File: config.mk
export PLATFORM = sky130hd
export DESIGN_NAME = register_universal_nbit
export DESIGN_NICKNAME = d
export VERILOG_FILES = /design/src/rtl/register_universal_nbit_pkg.sv /design/src/rtl/register_universal_nbit_next.sv /design/src/rtl/register_universal_nbit.sv
export SDC_FILE = /design/constraint.sdc
export NUM_CORES = 1
export LEC_CHECK = 0
export CAP_MARGIN = 20
export CELL_PAD_IN_SITES_DETAIL_PLACEMENT = 0
export CELL_PAD_IN_SITES_GLOBAL_PLACEMENT = 1
export CORE_ASPECT_RATIO = 0.7
export CORE_MARGIN = 2
export CORE_UTILIZATION = 37
export DETAILED_ROUTE_END_ITERATION = 8
export PLACE_DENSITY_LB_ADDON = 0.1
export RECOVER_POWER = 25
export SLEW_MARGIN = 25
export SYNTH_ARGS = -nofsm -noshare
export SYNTH_HDL_FRONTEND = slang
export SYNTH_HIERARCHICAL = 1
export SYNTH_SLANG_ARGS = --single-unit
File: constraint.sdc
create_clock -name clk -period 2.9 [get_ports clk]
set_input_delay 0.29 -clock clk [delete_from_list [all_inputs] [get_ports clk]]
set_output_delay 0.29 -clock clk [all_outputs]
set_load 0.05 [all_outputs]
File: src/rtl/register_universal_nbit_pkg.sv
`default_nettype none
// ============================================================================
// Module      : register_universal_nbit_pkg
// Description : Operation encodings and helpers shared by the universal
//               register and the control unit that drives it.
// Revision    : 1.0 - initial release
// ============================================================================
package register_universal_nbit_pkg;

    localparam logic [2:0] OP_HOLD = 3'b000;
    localparam logic [2:0] OP_LOAD = 3'b001;
    localparam logic [2:0] OP_INC  = 3'b010;
    localparam logic [2:0] OP_DEC  = 3'b011;
    localparam logic [2:0] OP_SHL  = 3'b100;
    localparam logic [2:0] OP_SHR  = 3'b101;
    localparam logic [2:0] OP_ROL  = 3'b110;
    localparam logic [2:0] OP_ROR  = 3'b111;

    // Every encoding except HOLD rewrites the value, carry and zero flags.
    function automatic logic op_writes(input logic [2:0] op);
        return (op != OP_HOLD);
    endfunction

endpackage : register_universal_nbit_pkg
`default_nettype wire

File: src/rtl/register_universal_nbit_next.sv
`default_nettype none
// ============================================================================
// Module      : register_universal_next
// Description : Purely combinational next-value / next-carry generator for
//               the universal register. HOLD returns the current value; the
//               top level decides whether the result is written at all.
// Revision    : 1.0 - initial release
// ============================================================================
module register_universal_next
    import register_universal_nbit_pkg::*;
#(
    parameter int N = 8
) (
    input  logic [2:0]   i_op,
    input  logic [N-1:0] i_value,
    input  logic [N-1:0] i_data,
    input  logic         i_serial,
    output logic [N-1:0] o_next_value,
    output logic         o_next_carry
);

    logic [N-1:0] w_shl;
    logic [N-1:0] w_shr;
    logic [N-1:0] w_rol;
    logic [N-1:0] w_ror;

    // A one-bit register has no "remaining" bits to move, so shifts collapse
    // to taking serial_in and rotates leave the bit where it is.
    generate
        if (N > 1) begin : g_wide
            assign w_shl = {i_value[N-2:0], i_serial};
            assign w_shr = {i_serial, i_value[N-1:1]};
            assign w_rol = {i_value[N-2:0], i_value[N-1]};
            assign w_ror = {i_value[0], i_value[N-1:1]};
        end else begin : g_narrow
            assign w_shl = i_serial;
            assign w_shr = i_serial;
            assign w_rol = i_value;
            assign w_ror = i_value;
        end
    endgenerate

    // Select the operation result and the bit that falls out of it.
    always_comb begin
        o_next_value = i_value;
        o_next_carry = 1'b0;
        case (i_op)
            OP_LOAD: begin
                o_next_value = i_data;
            end
            OP_INC: begin
                o_next_value = i_value + N'(1);
                o_next_carry = &i_value;
            end
            OP_DEC: begin
                o_next_value = i_value - N'(1);
                o_next_carry = ~|i_value;
            end
            OP_SHL: begin
                o_next_value = w_shl;
                o_next_carry = i_value[N-1];
            end
            OP_SHR: begin
                o_next_value = w_shr;
                o_next_carry = i_value[0];
            end
            OP_ROL: begin
                o_next_value = w_rol;
                o_next_carry = i_value[N-1];
            end
            OP_ROR: begin
                o_next_value = w_ror;
                o_next_carry = i_value[0];
            end
            default: begin
                o_next_value = i_value;
                o_next_carry = 1'b0;
            end
        endcase
    end

endmodule : register_universal_next
`default_nettype wire

File: src/rtl/register_universal_nbit.sv
`default_nettype none
// ============================================================================
// Module      : register_universal_nbit
// Description : N-bit register with hold/load/inc/dec/shift/rotate operations
//               and registered carry and zero flags. All outputs are flops.
// Revision    : 1.0 - initial release
// ============================================================================
module register_universal_nbit
    import register_universal_nbit_pkg::*;
#(
    parameter int             N           = 8,
    parameter logic [N-1:0]   RESET_VALUE = '0
) (
    input  logic         clk,
    input  logic         reset,
    input  logic         clr,
    input  logic         en,
    input  logic [2:0]   op,
    input  logic [N-1:0] data_in,
    input  logic         serial_in,
    output logic [N-1:0] data_out,
    output logic         carry,
    output logic         zero
);

    logic [N-1:0] r_value;
    logic         r_carry;
    logic         r_zero;

    logic [N-1:0] w_next_value;
    logic         w_next_carry;

    register_universal_next #(
        .N (N)
    ) u_next (
        .i_op         (op),
        .i_value      (r_value),
        .i_data       (data_in),
        .i_serial     (serial_in),
        .o_next_value (w_next_value),
        .o_next_carry (w_next_carry)
    );

    // State update: reset > clr > enabled writing op > hold. Zero is derived
    // from the value being written so it is always coherent with data_out.
    always_ff @(posedge clk or posedge reset) begin
        if (reset) begin
            r_value <= RESET_VALUE;
            r_carry <= 1'b0;
            r_zero  <= (RESET_VALUE == '0);
        end else if (clr) begin
            r_value <= '0;
            r_carry <= 1'b0;
            r_zero  <= 1'b1;
        end else if (en && op_writes(op)) begin
            r_value <= w_next_value;
            r_carry <= w_next_carry;
            r_zero  <= (w_next_value == '0);
        end
    end

    assign data_out = r_value;
    assign carry    = r_carry;
    assign zero     = r_zero;

endmodule : register_universal_nbit
`default_nettype wire
# Word level (Yosys, flattened, before mapping)
# Cells that the tools add are included.
[classes]
n_reduce_logical = 9
muxes = 8
n_addsub = 2
eq_ne = 7
[ops]
columns = ["operator", "count"]
rows = [
  ["case mux 8 bit (7 select lines)", 1],
  ["2-to-1 mux 8 bit", 2],
  ["equality test 3 bit, second input constant", 4],
  ["adder 8 x 1 -> 8 bit, second input constant", 1],
  ["zero test 8 bit", 1],
  ["AND reduction 8 bit", 1],
  ["OR reduction 8 bit", 1],
  ["subtractor 8 x 1 -> 8 bit, second input constant", 1],
  ["equality test 3 x 2 -> 1 bit, second input constant", 2],
  ["2-to-1 mux 1 bit", 4],
  ["case mux 1 bit (4 select lines)", 1],
  ["OR reduction 2 bit", 2],
  ["equality test 3 x 1 -> 1 bit, second input constant", 1],
  ["nonzero test 3 bit", 1],
  ["nonzero test 2 bit", 1],
  ["logical AND 1 bit", 1],
  ["zero test 1 bit", 1],
]
[word_totals]
reg_bits = 10
wordCells = 29

# Logic depth before layout (Yosys ltp)
# Gate-level depths: netlist (run 1).
[logic_depth]
depth_word = 5
mapped_depth = 12
depth_no_buf = 11

# Modules after synthesis
# Netlist (run 1), hierarchy kept.
[modules_own_cells]
columns = ["module", "cells_each", "n_inst", "seq_area_each_um2", "area_each_um2"]
rows = [
  ["register_universal_next", 105, 1, 0.0, 719.4],
  ["register_universal_nbit", 29, 1, 251.5, 407.9],
]

# Least setup slack after synthesis (run 1)
# OpenSTA, ideal clock, no wires.
[synth_timing]
path_kind = "reg2reg"
start = "reg r_value[1] (netlist: data_out[1])"
end = "reg r_zero (netlist: zero)"
period_less_slack_ns = 2.345
setup_slack_ns = 0.555
path_buffers = 1
required_time_ns = 2.818
stages_incl_launch_ff = 11
t_arrival_ns = 2.263
cell_sequence = "dfrtp_1 buf_2 xnor2_1 ha_1 nor2b_1 a32oi_1 xor2_1 a221oi_1 nor4_1 nand2_1 a22oi_1"
[synth_between]
elab_chain_len = 5
[synth_lines]
columns = ["element", "line", "text"]
rows = [
  ["start, declared", "register_universal_nbit.sv:26", "logic [N-1:0] r_value;"],
  ["start signal, assigned", "register_universal_nbit.sv:56", "r_value <= w_next_value;"],
  ["subtractor 8 x 1 -> 8 bit / adder 8 x 1 -> 8 bit (equally long branches)", "register_universal_nbit_next.sv:56, register_universal_nbit_next.sv:52", ""],
  ["case mux 8 bit (7 select lines) (*)", "register_universal_nbit_next.sv:47", "case (i_op)"],
  ["net w_next_value[6]", "register_universal_nbit.sv:30", "logic [N-1:0] w_next_value;"],
  ["zero test 8 bit (*)", "register_universal_nbit.sv:58", "r_zero <= (w_next_value == '0);"],
  ["2-to-1 mux 1 bit (*)", "register_universal_nbit.sv:55", "end else if (en && op_writes(op)) begin"],
  ["2-to-1 mux 1 bit (*)", "register_universal_nbit.sv:51", "end else if (clr) begin"],
  ["end signal, assigned", "register_universal_nbit.sv:50", "r_zero <= (RESET_VALUE == '0);"],
  ["end signal, assigned", "register_universal_nbit.sv:58", ""],
  ["end, declared", "register_universal_nbit.sv:28", "logic r_zero;"],
]
# Mark *: on every way through the listed nets, which the timed path passes. The rest lies on a longest branch. The select of a mux whose other input is x is not followed.
# A chain may end at the register's enable or synchronous reset.

# Worst setup path after layout (run 1)
[layout_timing]
start = "in op[0]"
end = "reg r_zero (netlist: zero)"
[layout_between]
elab_chain_len = 5
[layout_lines]
columns = ["element", "line", "text"]
rows = [
  ["start, declared", "register_universal_nbit.sv:18", "input logic [2:0] op,"],
  ["equality test 3 bit, or another cell as far along", "register_universal_nbit_next.sv:47", ""],
  ["case mux 8 bit (7 select lines) (*)", "register_universal_nbit_next.sv:47", ""],
  ["net w_next_value[6]", "register_universal_nbit.sv:30", ""],
  ["zero test 8 bit (*)", "register_universal_nbit.sv:58", ""],
  ["2-to-1 mux 1 bit (*)", "register_universal_nbit.sv:55", ""],
  ["2-to-1 mux 1 bit (*)", "register_universal_nbit.sv:51", ""],
]
# Marks and branches as above.

==> impl_metrics.yaml, run 1 <==
sta:
  worst_pin_slew_ns: 0.506
  hold_violations: 0
  max_freq_mhz: 400
  setup-tns-final_ns: 0
  skew_ns: 0.00541
  max_slew_margin_pct: 65.4
  final-max-slew-violation-count: 0
  period_minus_slack_ns: 2.50
  timing.hold.ws_ns: 0.466
  grt_setup_unrepaired: "false"
  setup_viol: 0
  finalCritPeriodShare_pct: 86.1
worst_setup_path:
  crit_path_end_kind: "flop"
  worstPathArrival_ns: 2.66
  required_ns: 3.06
  start_kind: "primary input"
  rr_worst_depth: 8
  reg2reg_setup_slack_ns: 0.63
  reg2reg_to: "zero"
  critPathKind: "primary input to flop"
  critPathMaxFanout: 7
  regToRegStartpoint: "data_out[3]"
  critPathCapture: "zero"
  crit_start: "op[0]"
synthesis:
  synthArstFlopShare_pct: 100
  synth_ff_type: "dfrtp_1"
  syn-num-nets: 151
  ys_seq_elements: 10
  synth_area_um2: 1130
  synth_edf_count: 0
  syn_avg_cell_area_um2: 8.41
  synth_most_common_cell: "a22o_1"
  ys_types: 49
  ys_seq_area_share_pct: 22.3
  yosys-top-cells-count: "a22o_1 (10), a21oi_1 (9), dfrtp_1 (9)"
  synth_top_area_share_pct: 20.0
  synth_area_leaders: "dfrtp_1 (20%), a22o_1 (7.8%), mux2i_1 (4.4%)"
  synth_top_area_cell: "dfrtp_1"
  netlist_instances: 134
  ys.warnings.count: 6
detailed_routing:
  routed_wl_um: 2970
  routedWlPerCell_um: 15.8
  viasPerCell: 5.93
  firstDrtPassIters: 4
  drc: 0
  drtIter0Drc: 113
  ant_nets: 0
  num_vias: 1115
grt:
  overflow: 0
  grt_start_max_net_pins: 33
  grt_pass1_wl_um: 5000
  grt_pass1_vias: 1033
  grt.total_usage_pct: 17.8
  antenna_found_initial: 0
cts:
  post_cts_buffers: 0
  cts-htree-levels: 1
  cts_buffers: 3
  ctsLongestPathBuffers: 2
  tritoncts: "yes"
  root_buffer: "clkbuf_8"
  cts_resized: 0
  clock-sinks: 10
  path_clk_slew_ns: 0.05
  cts_hold_buf: 0
  worstSkewPairLatency_ns: 0.24
layout:
  antenna_cells: 0
  drive_gt1_share_pct: 11.2
  nets: 170
  areaGrowthSynthToFinish_pct: 26.4
power_and_ir_drop:
  p_leak_uw: 0.000594
  power_density_nw_per_um2: 386
  ir_worst_vdd_uv: 223
placement:
  routabilityCongestion: 0.870
  dp_hpwl_um: 2200
  io_buffers: 25
floorplanning:
  core_region_area_um2: 2840
  boundaryPins: 26
  die_h_um: 50.2
  fp.dieW_um: 70.0
  row_count: 16
  die_area_um2: 3510
  start_util_pct: 39.7
run:
  cap_violations: 0
worst_hold_path:
  hp-class: "primary input to async pin"
outcome:
  status: "finished, final reports clean"
-- routing by layer --
layer	GRT usage, %	vias up	routed length [um]	part of all wire [%]
met5	0	-	0	0
met4	2.88	0	0	0
met3	4.02	0	145	4.9
met2	27.6	25	1320	44
met1	25.7	549	1510	51
li1	-	541	-	-
-- critical path, stage by stage --
cell and delay [ns]:
clkdlybuf4s50_1 0.54, nand3b_4 0.16, xnor2_1 0.16, ha_1 0.25, nor2b_1 0.17, a32oi_1 0.26
xor2_1 0.17, a221oi_1 0.11, nor4_1 0.32, nand2_1 0.09, a22oi_1 0.14
-- area by class of cell --
type	instances	area, um2
Fill cell	297	1420
Multi-Input combinational cell	104	778
Timing Repair Buffer	28	273
Sequential cell	10	251
Clock buffer	4	55.1
Tap cell	36	45.0
Inverter	6	22.5
-- through the flow --
stage / total power (uW) / area [um2] / worst slack [ns] / cells / utilization, %
floorplan: 315 / 1130 / 0.555 / 134 / -
global placement: 379 / 1370 / 0.214 / 184 / 48.2
detailed placement: 379 / 1370 / 0.180 / 184 / 48.2
CTS: 551 / 1430 / 0.411 / 188 / 50.1
global route: 583 / 1430 / 0.167 / 188 / 50.1
finish: 551 / 1430 / 0.402 / 188 / 50.1
-- flip-flops by register name, summed over array words and instances (netlist names) --
name and count:
zero 1, carry 1, data_out 8
-- cell usage in the layout (no fill, tap or decap), types with 2 or more instances in the layout --
cell / n
o211ai_1: 2
xor2_1: 4
mux2i_1: 5
a211oi_1: 2
o31ai_4: 2
a2111oi_0: 2
nor4_1: 2
mux2_2: 2
nor3_1: 3
buf_4: 3
o2bb2ai_1: 2
nor2b_1: 6
a21o_1: 3
o31ai_1: 2
nand2_1: 5
nor2_1: 8
inv_1: 6
a21oi_1: 9
o21ai_0: 6
and3_1: 2
xnor2_1: 2
clkdlybuf4s50_1: 24
dfrtp_1: 9
a32oi_1: 2
a221oi_1: 3
a22o_1: 10
clkbuf_8: 4
-- report_power, final --
| group | switching, uW | internal (uW) |
|---|---|---|
| combinational | 116 | 89.9 |
| clock | 53.4 | 119 |
| sequential | 22.7 | 150 |
| total | 192 | 359 |
-- cell families after synthesis --
kind of cell	share of synthesized area [%]
xor gates and xnor gates	4.66
muxes	7.44
and+or+nand+nor	21.2
adders and majority gates	1.11
buffers and inverters	8.66
DFF	22.3
AOI/OAI and AO/OA	34.6
-- worst min-delay path by stage --
stage | cells past startpoint | end | slack, ns | from
global placement | 2 | zero | 0.48 | zero
floorplan | 1 | carry | 0.13 | reset
CTS | 2 | data_out[4] | 0.34 | reset
global route | 2 | zero | 0.50 | zero
detailed placement | 2 | zero | 0.47 | zero
finish | 2 | data_out[4] | 0.47 | reset
Power figures use the tool's default switching activity.
==> run 2: changes to the inputs <==
--- a/config.mk
+++ b/config.mk
@@ -10,12 +10,12 @@
 export CELL_PAD_IN_SITES_GLOBAL_PLACEMENT = 1
 export CORE_ASPECT_RATIO = 0.7
 export CORE_MARGIN = 2
-export CORE_UTILIZATION = 37
+export CORE_UTILIZATION = 36
 export DETAILED_ROUTE_END_ITERATION = 8
 export PLACE_DENSITY_LB_ADDON = 0.1
 export RECOVER_POWER = 25
+export SETUP_SLACK_MARGIN = 0.1
 export SLEW_MARGIN = 25
 export SYNTH_ARGS = -nofsm -noshare
 export SYNTH_HDL_FRONTEND = slang
-export SYNTH_HIERARCHICAL = 1
 export SYNTH_SLANG_ARGS = --single-unit
==> impl_metrics.yaml, run 2 <==
cts:
  tritoncts: "yes"
  post_cts_buffers: 0
  clock-sinks: 10
  root_buffer: "clkbuf_8"
  ctsLongestPathBuffers: 2
  cts-htree-levels: 1
  worstSkewPairLatency_ns: 0.24
  cts_buffers: 3
  path_clk_slew_ns: 0.05
detailed_routing:
  routedWlPerCell_um: 16.6
  ant_nets: 0
  viasPerCell: 5.92
  routed_wl_um: 3440
  drc: 0
  drtIter0Drc: 60
  num_vias: 1225
  firstDrtPassIters: 4
worst_setup_path:
  cp_num_cells: 10
  required_ns: 3.04
  critPathTopFamily: "simple AND/OR/NAND/NOR gates"
  slowest_stage: "or4_1"
  rr_worst_depth: 8
  worstPathArrival_ns: 2.87
  path_cells: "clkdlybuf4s50_1 -> nand3b_2 -> xnor2_1 -> ha_1 -> nor2b_1 -> or3_1 -> a21oi_1 -> o2111ai_1 -> or4_1 -> a221oi_2"
  start_kind: "primary input"
  regToRegStartpoint: "data_out[1]"
  critPathMaxFanout: 4
  critPathKind: "primary input to flop"
  critPathBufInv: 1
  reg2reg_to: "zero"
  cpPeakStageDelay_ns: 0.45
  crit_path_end_kind: "flop"
  reg2reg_setup_slack_ns: 0.31
power_and_ir_drop:
  seq_power_share_pct: 30.5
  power_density_nw_per_um2: 383
  p_leak_uw: 0.000572
  p_int_uw: 367
  p_clk_share_pct: 30.6
  ir_worst_vdd_uv: 178
  power_uw: 571
  combPwrFrac_pct: 38.9
  sw_frac_of_total_pct: 35.7
  switchingPower_uw: 204
placement:
  postPlaceCellArea_um2: 1430
  dp.cells: 203
  dp_hpwl_um: 2550
  io_buffers: 25
  routabilityCongestion: 0.816
  pre_cts_slack_ns: -0.0975
worst_hold_path:
  hp-class: "primary input to async pin"
layout:
  nets: 187
  seqCellArea_um2: 253
  final_common_cell: "clkdlybuf4s50_1"
  layout_common_cells: "clkdlybuf4s50_1 (24), nand2_1 (17), a21oi_1 (11)"
  multiInputGateArea_um2: 805
  areaGrowthSynthToFinish_pct: 29.7
  finalInstanceArea_um2: 1490
  drive_gt1_share_pct: 13.6
  fill_cells: 314
  largest_reg_flops: 8
  final_cells: 207
  antenna_cells: 0
synthesis:
  synth_top_area_share_pct: 19.6
  syn_avg_cell_area_um2: 7.94
  ys.warnings.count: 0
  synth_top_area_cell: "dfrtp_1"
  synth_edf_count: 0
  ys_seq_elements: 10
  ys_seq_area_share_pct: 21.8
  ys_types: 50
  synth_ff_type: "dfrtp_1"
  yosys-top-cells-count: "nand2_1 (17), a21oi_1 (11), nor3_1 (10)"
  netlist_instances: 145
  synth_most_common_cell: "nand2_1"
  synth_area_um2: 1150
  synthArstFlopShare_pct: 100
  synth_area_leaders: "dfrtp_1 (20%), nand2_1 (5.5%), a21oi_1 (4.8%)"
  syn-num-nets: 162
run:
  cap_violations: 0
floorplanning:
  start_util_pct: 37.1
  die_h_um: 51.3
  die_area_um2: 3670
  fp.dieW_um: 71.6
  row_count: 17
  core_region_area_um2: 3110
  boundaryPins: 26
grt:
  antenna_found_initial: 0
  grt_pass1_wl_um: 5580
  overflow: 0
  grt_start_max_net_pins: 31
  grt.total_usage_pct: 19.6
  grt_pass1_vias: 1146
sta:
  setup-tns-final_ns: 0
  hold_violations: 0
  layout_setup_ws_ns: 0.172
  period_minus_slack_ns: 2.73
  max_freq_mhz: 367
  worst_pin_slew_ns: 0.529
  setup_viol: 0
  skew_ns: 0.00164
  max_slew_margin_pct: 64.2
  finalCritPeriodShare_pct: 94.1
  grt_setup_unrepaired: "false"
  final-max-slew-violation-count: 0
outcome:
  status: "finished, final reports clean"
==> run 2: cell count changes in the layout (fill, tap and decap cells not counted), moves of 3 or more <==
cell      before  now
buf_4          3    8
a221oi_1       3    0
nand2_1        5   17
xor2_1         4    0
nor2_1         8    4
or3_1          0    3
nor2b_1        6    3
nor3_1         3   10
a22o_1        10    3
==> run 2: through the flow <==
stage,hold WS (ns),util [%]
CTS,0.345,47.9
floorplan,0.129,-
finish,0.468,48.1
global placement,0.467,46.1
detailed placement,0.485,46.1
global route,0.500,48.1
==> run 2: worst max path at each step <==
stage | from | to | slack [ns]
floorplan | data_out[1] | zero | 0.23
global placement | op[2] | zero | 0.04
detailed placement | op[2] | zero | -0.1
CTS | op[2] | zero | 0.14
global route | op[2] | zero | 0.11
finish | op[2] | zero | 0.17
==> run 2: layer usage <==
metal  GRT usage, %  up-vias  wire [um]
met4           2.83        0         18
li1               -      601          -
met2           30.2       39       1480
met3           3.94        2        180
met1           28.7      583       1760
met5              0        -          0
==> run 2: power groups by stage <==
stage          clock network (uW)  registers (uW)  logic [uW]
3_3_place_gp                    0             176         218
5_1_grt                       189             176         240
3_5_place_dp                    0             176         220
2_1_floorplan                   0             198         122
4_1_cts                       177             174         221
6_report                      175             174         222
==> run 2: logic make-up after synthesis <==
logic type	Yosys count	synth area share (%)
compound gates	42	25.4
xor+xnor	5	4.46
fa+ha+maj	1	1.09
buf+inv	19	8.69
flops	10	21.8
mux	7	8.26
simple gates	61	30.2
==> run 2: repair_timing <==
action / 4_1_cts / 5_1_grt
gates resized for setup: 0 / 1
setup endpoints to repair: 0 / 1
hold buffers: 0 / 0
==> run 2: layout make-up <==
class,count,share of cell area (%)
inverter,6,1.51
timing repair buffer,33,20.8
clock buffer,4,3.69
multi-input combinational,116,53.9
sequential,10,16.9
tap,38,3.19
==> run 3: changes to the inputs <==
--- a/config.mk
+++ b/config.mk
@@ -9,7 +9,6 @@
 export CELL_PAD_IN_SITES_DETAIL_PLACEMENT = 0
 export CELL_PAD_IN_SITES_GLOBAL_PLACEMENT = 1
 export CORE_ASPECT_RATIO = 0.7
-export CORE_MARGIN = 2
 export CORE_UTILIZATION = 36
 export DETAILED_ROUTE_END_ITERATION = 8
 export PLACE_DENSITY_LB_ADDON = 0.1
==> impl_metrics.yaml, run 3 (synthesis results as in run 2) <==
detailed_routing:
  met2_length_um: 1530
  ant_nets: 0
  wl_met3_um: 228
  routedWlPerCell_um: 16.6
  firstDrtPassIters: 4
  highest_layer: "met3"
  wl_met1_um: 1640
  routed_wl_um: 3390
  drtIter0Drc: 114
  num_vias: 1212
  viasPerCell: 5.91
  drc: 0
worst_setup_path:
  critPathMaxFanout: 3
  critPathKind: "primary input to flop"
  critPathTopFamily: "simple AND/OR/NAND/NOR gates"
  crit_path_end_kind: "flop"
  start_kind: "primary input"
  critPathBufInv: 2
  cpPeakStageDelay_ns: 0.50
  worstPathArrival_ns: 2.81
  slowest_stage: "or4_1"
  critPathMostFrequentCell: "nor4b_2"
  required_ns: 3.04
  path_cells: "clkdlybuf4s50_1 -> nand3b_2 -> xnor2_2 -> ha_2 -> buf_4 -> nor3_2 -> o211ai_2 -> nor4b_2 -> nor4b_2 -> or4_1 -> a221oi_2"
placement:
  routabilityCongestion: 0.848
  dp_hpwl_um: 2490
  pre_cts_slack_ns: -0.0310
  io_buffers: 25
grt:
  antenna_found_initial: 0
  grt_pass1_vias: 1177
  grt_start_max_net_pins: 31
  overflow: 0
  grt.total_usage_pct: 21.2
  grt_pass1_wl_um: 5870
cts:
  worstSkewPairLatency_ns: 0.23
  tritoncts: "yes"
  cts-htree-levels: 1
  cts_resized: 0
  clock-sinks: 10
  path_clk_slew_ns: 0.05
  root_buffer: "clkbuf_8"
  cts_hold_buf: 0
  cts_buffers: 3
  post_cts_buffers: 0
  ctsLongestPathBuffers: 2
sta:
  skew_ns: 0.00337
  finalCritPeriodShare_pct: 92.0
  grt_setup_unrepaired: "false"
  final-max-slew-violation-count: 0
  worst_pin_slew_ns: 0.540
  max_freq_mhz: 375
  hold_violations: 0
  period_minus_slack_ns: 2.67
  layout_setup_ws_ns: 0.231
  max_slew_margin_pct: 64.0
  setup_viol: 0
layout:
  largest_reg_flops: 8
  final_common_cell: "clkdlybuf4s50_1"
  antenna_cells: 0
  drive_gt1_share_pct: 16.0
  nets: 187
  finish.utilization_pct: 51.6
  areaGrowthSynthToFinish_pct: 31.1
  layout_common_cells: "clkdlybuf4s50_1 (24), nand2_1 (17), a21oi_1 (11)"
floorplanning:
  row_count: 16
  die_area_um2: 3430
  core_region_area_um2: 2920
  boundaryPins: 26
  die_h_um: 49.3
  start_util_pct: 39.4
  fp.dieW_um: 69.6
power_and_ir_drop:
  ir_worst_vdd_uv: 227
  power_uw: 544
  power_density_nw_per_um2: 361
  p_leak_uw: 0.000576
outcome:
  status: "finished, final reports clean"
run:
  cap_violations: 0
worst_hold_path:
  hp-class: "primary input to async pin"
==> run 3: final timing paths <==
path	from	to	slack [ns]	depth (start not counted)
hold reg to reg	zero	zero	0.49	2
setup reg to reg	data_out[1]	zero	0.54	9
min in group clk	zero	zero	0.49	2
hold / removal	reset	data_out[6]	0.47	2
max in group asynchronous	reset	zero	2.11	2
setup / recovery	op[2]	zero	0.23	11
==> run 3: metrics by stage <==
step	cell area (um2)	setup TNS [ns]	instances	hold slack (ns)
2_1_floorplan	1150	0	145	0.129
3_3_place_gp	1430	0	201	0.465
3_5_place_dp	1430	-0.0310	201	0.484
4_1_cts	1480	0	205	0.341
5_1_grt	1510	0	205	0.510
6_report	1510	0	205	0.472
==> run 3: layer usage <==
layer | up-vias | global-route usage, %
met5 | - | 0
met4 | 0 | 1.70
met3 | 0 | 2.69
met2 | 48 | 32.5
met1 | 571 | 32.6
li1 | 593 | -
==> run 3: power breakdown <==
| group | switching (uW) | internal, uW |
|---|---|---|
| registers | 20.0 | 151 |
| logic | 128 | 97.8 |
| clock network | 52.0 | 96.0 |
==> run 3: layout make-up <==
cell class / count / area (um2)
multi-input cells: 116 / 833
well taps: 36 / 45.0
flip-flops and latches: 10 / 253
inverters: 6 / 22.5
repair buffers: 33 / 310
clock buffers: 4 / 45.0
fillers: 288 / 1410
==> run 3: worst reg2reg max path: stages, from the launching register on <==
cell      delay, ns
dfrtp_2        0.42
xnor2_2        0.14
ha_2           0.19
buf_4          0.14
nor3_2         0.12
o211ai_2       0.15
nor4b_2        0.26
nor4b_2        0.10
or4_1          0.50
a221oi_2       0.26
